`config.mk`:
```
export PLATFORM = sky130hd
export DESIGN_NAME = add8_sched
export DESIGN_NICKNAME = d
export VERILOG_FILES = /design/src/rtl/add8_sched.sv
export SDC_FILE = /design/constraint.sdc
export NUM_CORES = 1
export LEC_CHECK = 0
export ABC_AREA = 1
export BUFFER_PORTS_ARGS = -buffer_cell sky130_fd_sc_hd__buf_2
export CORE_MARGIN = 4
export CORE_UTILIZATION = 35
export CTS_CLUSTER_DIAMETER = 50
export CTS_CLUSTER_SIZE = 25
export DETAILED_ROUTE_END_ITERATION = 10
export HOLD_SLACK_MARGIN = 0.15
export PLACE_DENSITY = 0.66
export REMOVE_ABC_BUFFERS = 1
export SYNTH_ARGS = -nofsm -noshare
export SYNTH_HDL_FRONTEND = slang
export SYNTH_SLANG_ARGS = --single-unit
```
`constraint.sdc`:
```
create_clock -name clk -period 7.9 [get_ports clk]
set_input_delay 0.395 -clock clk [delete_from_list [all_inputs] [get_ports clk]]
set_output_delay 0.395 -clock clk [all_outputs]
set_load 0.02 [all_outputs]
```
`src/rtl/add8_sched.sv`:
```
// Four-requester round-robin scheduler sharing one 8-bit ripple adder (3 cycles per operation).
// Optional build macro ADD8_SCHED_SAT_EN: a carry-out saturates result to 255.
module add8_sched (
  input  logic        clk,
  input  logic        rst_n,
  input  logic [3:0]  req,
  input  logic [31:0] op_a,
  input  logic [31:0] op_b,
  output logic [3:0]  gnt,
  output logic [3:0]  done,
  output logic [7:0]  result,
  output logic        carry,
  output logic        busy
);

  localparam int unsigned N_REQ  = 4;
  localparam int unsigned IDX_W  = 2;
  localparam int unsigned DATA_W = 8;

  typedef enum logic [1:0] {
    IDLE    = 2'd0,
    OPERATE = 2'd1,
    RESP    = 2'd2
  } state_t;

  state_t                   state, state_nxt;
  logic [IDX_W-1:0]         idx, idx_nxt;
  logic [IDX_W-1:0]         rr_ptr, rr_ptr_nxt;
  logic [DATA_W-1:0]        opa, opa_nxt;
  logic [DATA_W-1:0]        opb, opb_nxt;
  logic [N_REQ-1:0]         gnt_nxt, done_nxt;
  logic [DATA_W-1:0]        result_nxt;
  logic                     carry_nxt, busy_nxt;

  logic [N_REQ-1:0][DATA_W-1:0] a_vec, b_vec;
  logic [IDX_W-1:0]         win;
  logic                     win_valid;
  logic [DATA_W-1:0]        sum;
  logic [DATA_W:0]          rc;

  assign a_vec = op_a;
  assign b_vec = op_b;

  // Round-robin search: start at rr_ptr, ascend modulo 4, first set request wins.
  always_comb begin
    logic [IDX_W-1:0] cand;
    cand      = '0;
    win       = '0;
    win_valid = 1'b0;
    for (int i = 0; i < N_REQ; i++) begin
      cand = rr_ptr + IDX_W'(i);
      if (!win_valid && req[cand]) begin
        win       = cand;
        win_valid = 1'b1;
      end
    end
  end

  // Shared adder: ripple of full-adder cells, carry-in tied low.
  assign rc[0] = 1'b0;
  for (genvar g = 0; g < DATA_W; g++) begin : g_add1
    assign sum[g]  = opa[g] ^ opb[g] ^ rc[g];
    assign rc[g+1] = (opa[g] & opb[g]) | (rc[g] & (opa[g] ^ opb[g]));
  end

  always_comb begin
    state_nxt  = state;
    idx_nxt    = idx;
    rr_ptr_nxt = rr_ptr;
    opa_nxt    = opa;
    opb_nxt    = opb;
    gnt_nxt    = '0;
    done_nxt   = '0;
    busy_nxt   = 1'b0;
    result_nxt = result;
    carry_nxt  = carry;
    case (state)
      IDLE: begin
        if (win_valid) begin
          state_nxt = OPERATE;
          idx_nxt   = win;
          opa_nxt   = a_vec[win];
          opb_nxt   = b_vec[win];
          gnt_nxt   = N_REQ'(1) << win;
          busy_nxt  = 1'b1;
        end
      end
      OPERATE: begin
        state_nxt = RESP;
`ifdef ADD8_SCHED_SAT_EN
        result_nxt = rc[DATA_W] ? {DATA_W{1'b1}} : sum;
`else
        result_nxt = sum;
`endif
        carry_nxt = rc[DATA_W];
        done_nxt  = N_REQ'(1) << idx;
        busy_nxt  = 1'b1;
      end
      RESP: begin
        state_nxt  = IDLE;
        rr_ptr_nxt = idx + IDX_W'(1);
      end
      default: state_nxt = IDLE;
    endcase
  end

  always_ff @(posedge clk) begin
    if (!rst_n) state <= IDLE;
    else        state <= state_nxt;
  end

  // Outputs and datapath are registered from the next-state logic.
  always_ff @(posedge clk) begin
    if (!rst_n) begin
      idx    <= '0;
      rr_ptr <= '0;
      opa    <= '0;
      opb    <= '0;
      gnt    <= '0;
      done   <= '0;
      busy   <= 1'b0;
      result <= '0;
      carry  <= 1'b0;
    end else begin
      idx    <= idx_nxt;
      rr_ptr <= rr_ptr_nxt;
      opa    <= opa_nxt;
      opb    <= opb_nxt;
      gnt    <= gnt_nxt;
      done   <= done_nxt;
      busy   <= busy_nxt;
      result <= result_nxt;
      carry  <= carry_nxt;
    end
  end

endmodule

```
==> metrics <==
status=finished, final reports clean; share of the synthesized area in the top cell type=0.337; Final HPWL DP=4480 um; Synth Flop Type=dfxtp_1; EDFF count, synth=0; CP required=8.12 ns; most numerous cell in the Yosys netlist=nand3_1; GP Congestion=between 0.8 and 0.9; final hold violation count=0; clock share of power=0.196; Reg area=roughly 800 sq um; setup violators final=0; Vias/cell=4.83; Hold Path Class=in -> reg; CTS tree=yes; total gr overflow=0; Core ar.=6460 sq um; RR Endpoint=result[7]; antenna-violating nets left=0; Comb pwr share=0.412; Post-synth top cells=nand3_1 (90), nand2_1 (80), dfxtp_1 (40); port bufs=87; WHS Path Cells=5; Fill cells=between 600 and 700; Worst Path Arrival=about 3.8 ns; Die ar.=8170 sq um; Slowest cell on crit path=fa_1; R2R Setup Slk=roughly 4.4 ns; nets=500; worst r2r src=opa[0]; First-pass DRT Iterations=4; Final period util=0.449; Pwr Total=around 0.7 mW; worst hold start=op_a[3]; Routed wire per std cell=between 10 and 15 um; Ys Warns=0; Tmin final=~3.5 ns; DR iter-0 viols=114; post-placement setup slack=4.39 ns; CP most frequent cell=fa_1; final WL=around 6000 um; pwr/cell area=about 240 nW/um^2; Cell Area, Placed=roughly 2800 sq um; Post-CTS Resized=0; Peak supply drop=around 0.14 mV; clock sink total=40; clock root buffer=clkbuf_8; post-synthesis instance total=approximately 350; FMAX=282 MHz; max-capacitance violation count=0; sequential cell area fraction in the yosys report=0.337; critical path peak fanout=2; Synth area leaders=dfxtp_1 (34%), nand3_1 (19%), nand2_1 (13%), fa_1 (5.9%), inv_1 (4.7%); P_sw=0.274 mW; unrepaired setup endpoints after global routing=false; Layout Skew=about 0.0026 ns; hold_buf cts=0; CP Launch Type=register; Rows=29; CP Cell Sequence=ha_1, fa_1, fa_1, fa_1, fa_1, fa_1, fa_1, inv_1, fa_1, a21oi_1; FF+latch count, synth=40; Antenna Cells=0; area leader, netlist=dfxtp_1; Post-CTS Setup Inserts=0; Cell Area, Synth=approximately 2400 sq um; final instance area=2880 sq um; via count of the first global-routing pass=approximately 2,300; setup ws final=roughly 4.4 ns; Initial Utilization=0.368; area of the multi-input gates=between 1000 and 1500 sq um; antenna violations before repair=0; CTS Buf Count=5; R2R depth=10; Layout area overhead=21.3%; critical path endpoint category=register; Vias=about 2,400; Setup TNS=0 ns; clock-pin slew on the worst setup and hold paths=approximately 0.07 ns; Hold Crit Endpoint=opa[3]; layout cell share with drive strength beyond 1=0.267; H-tree Lvls=2; Flop pwr share=0.392; post-synthesis async set-or-reset flop share=0; number of max-slew violations in the final report=0; GRT Util Overall=0.146; kind of critical path=reg -> reg; Longest Clk Path Bufs=2; Chip Height=~90 um; worst slew pin tran=around 0.77 ns; Max stage delay on crit path=~0.41 ns; switching share of power=0.400; Die X=around 90 um; largest net degree at the start of global routing=37; I/O pins=approximately 90; Avg Cell Area, Syn=6.89 sq um; Worst slew margin=0.486; Remaining DRCs=0; P_int=about 0.41 mW; Clock Latency Late Sink=approximately 0.28 ns; Yosys cell types=26; Crit. Startpoint=opa[0]; P_leak=between 1.5 and 2 nW; first-pass GRT wire length=roughly 10,000 um
[power by group through the flow]
stage,clock network [mW],registers [mW],logic (mW)
detailed placement,0,0.273,0.285
finish,0.134,0.268,0.281
floorplan,0,0.285,0.187
global route,0.146,0.273,0.326
CTS,0.139,0.268,0.286
global placement,0,0.272,0.282
[cell type report]
cell class / instances / area share
Multi-Input combinational cell: 254 / 0.461
Sequential cell: 40 / 0.278
Timing Repair Buffer: 87 / 0.151
Inverter: 34 / 0.0451
Tap cell: 77 / 0.0334
Clock buffer: 8 / 0.0313
[through the flow]
stage	utilization	cells	hold WS, ns
finish	0.446	500	0.432
global route	0.446	500	0.455
CTS	0.446	500	0.427
detailed placement	0.432	492	0.451
global placement	0.432	492	0.446
floorplan	-	328	0.424
[registers in the layout, summed over array words and instances, names as in the netlist]
signal and count:
rr_ptr 2, done 4, gnt 4, opa 8, state 2, carry 1, idx 2, opb 8
busy 1, result 8
[layout by cell type, fill, tap and decap left out, types with 2 or more instances in the layout]
master | synthesis | routed
dfxtp_1 | 40 | 40
fa_1 | 7 | 7
nand2_4 | 4 | 4
nand3_1 | 90 | 90
clkbuf_8 | 0 | 6
nor2_1 | 27 | 27
nand2_1 | 80 | 80
inv_1 | 30 | 30
a21oi_1 | 6 | 6
nand2_2 | 5 | 5
nor3_1 | 5 | 5
o21ai_1 | 3 | 3
buf_2 | 5 | 87
nand3b_1 | 4 | 4
clkbuf_1 | 4 | 2
o21ai_0 | 12 | 12
nor2_4 | 2 | 2
inv_2 | 3 | 3
nand3_2 | 4 | 4
[worst max-delay path: cells and delay by family (launching register included)]
kind            cells  cell delay, ns
compound gates      1            0.12
fa+ha+maj           8            2.96
buf+inv             1            0.08
flops               1            0.32
[cell families after synthesis]
kind of cell             after synthesis  synth area share
AND/OR/NAND/NOR                      223             0.445
adder cells (fa/ha/maj)                8            0.0642
flip-flops                            40             0.337
AO/OA/AOI/OAI                         23            0.0500
buffers and inverters                 51             0.103
[metal layers]
metal  GRT usage  up-vias  part of all wire
met1       0.163     1073              0.43
li1            -     1278                 -
met3      0.0275        6             0.047
met4      0.0408        0             0.012
met5           0        -                 0
met2       0.281       59              0.51
[worst max path at each step]
stage | to | depth (start not counted)
5_1_grt | result[7] | 10
4_1_cts | result[7] | 10
3_5_place_dp | result[7] | 10
2_1_floorplan | result[7] | 10
3_3_place_gp | result[7] | 10
6_report | result[7] | 10
(Power assumes the default switching activity.)
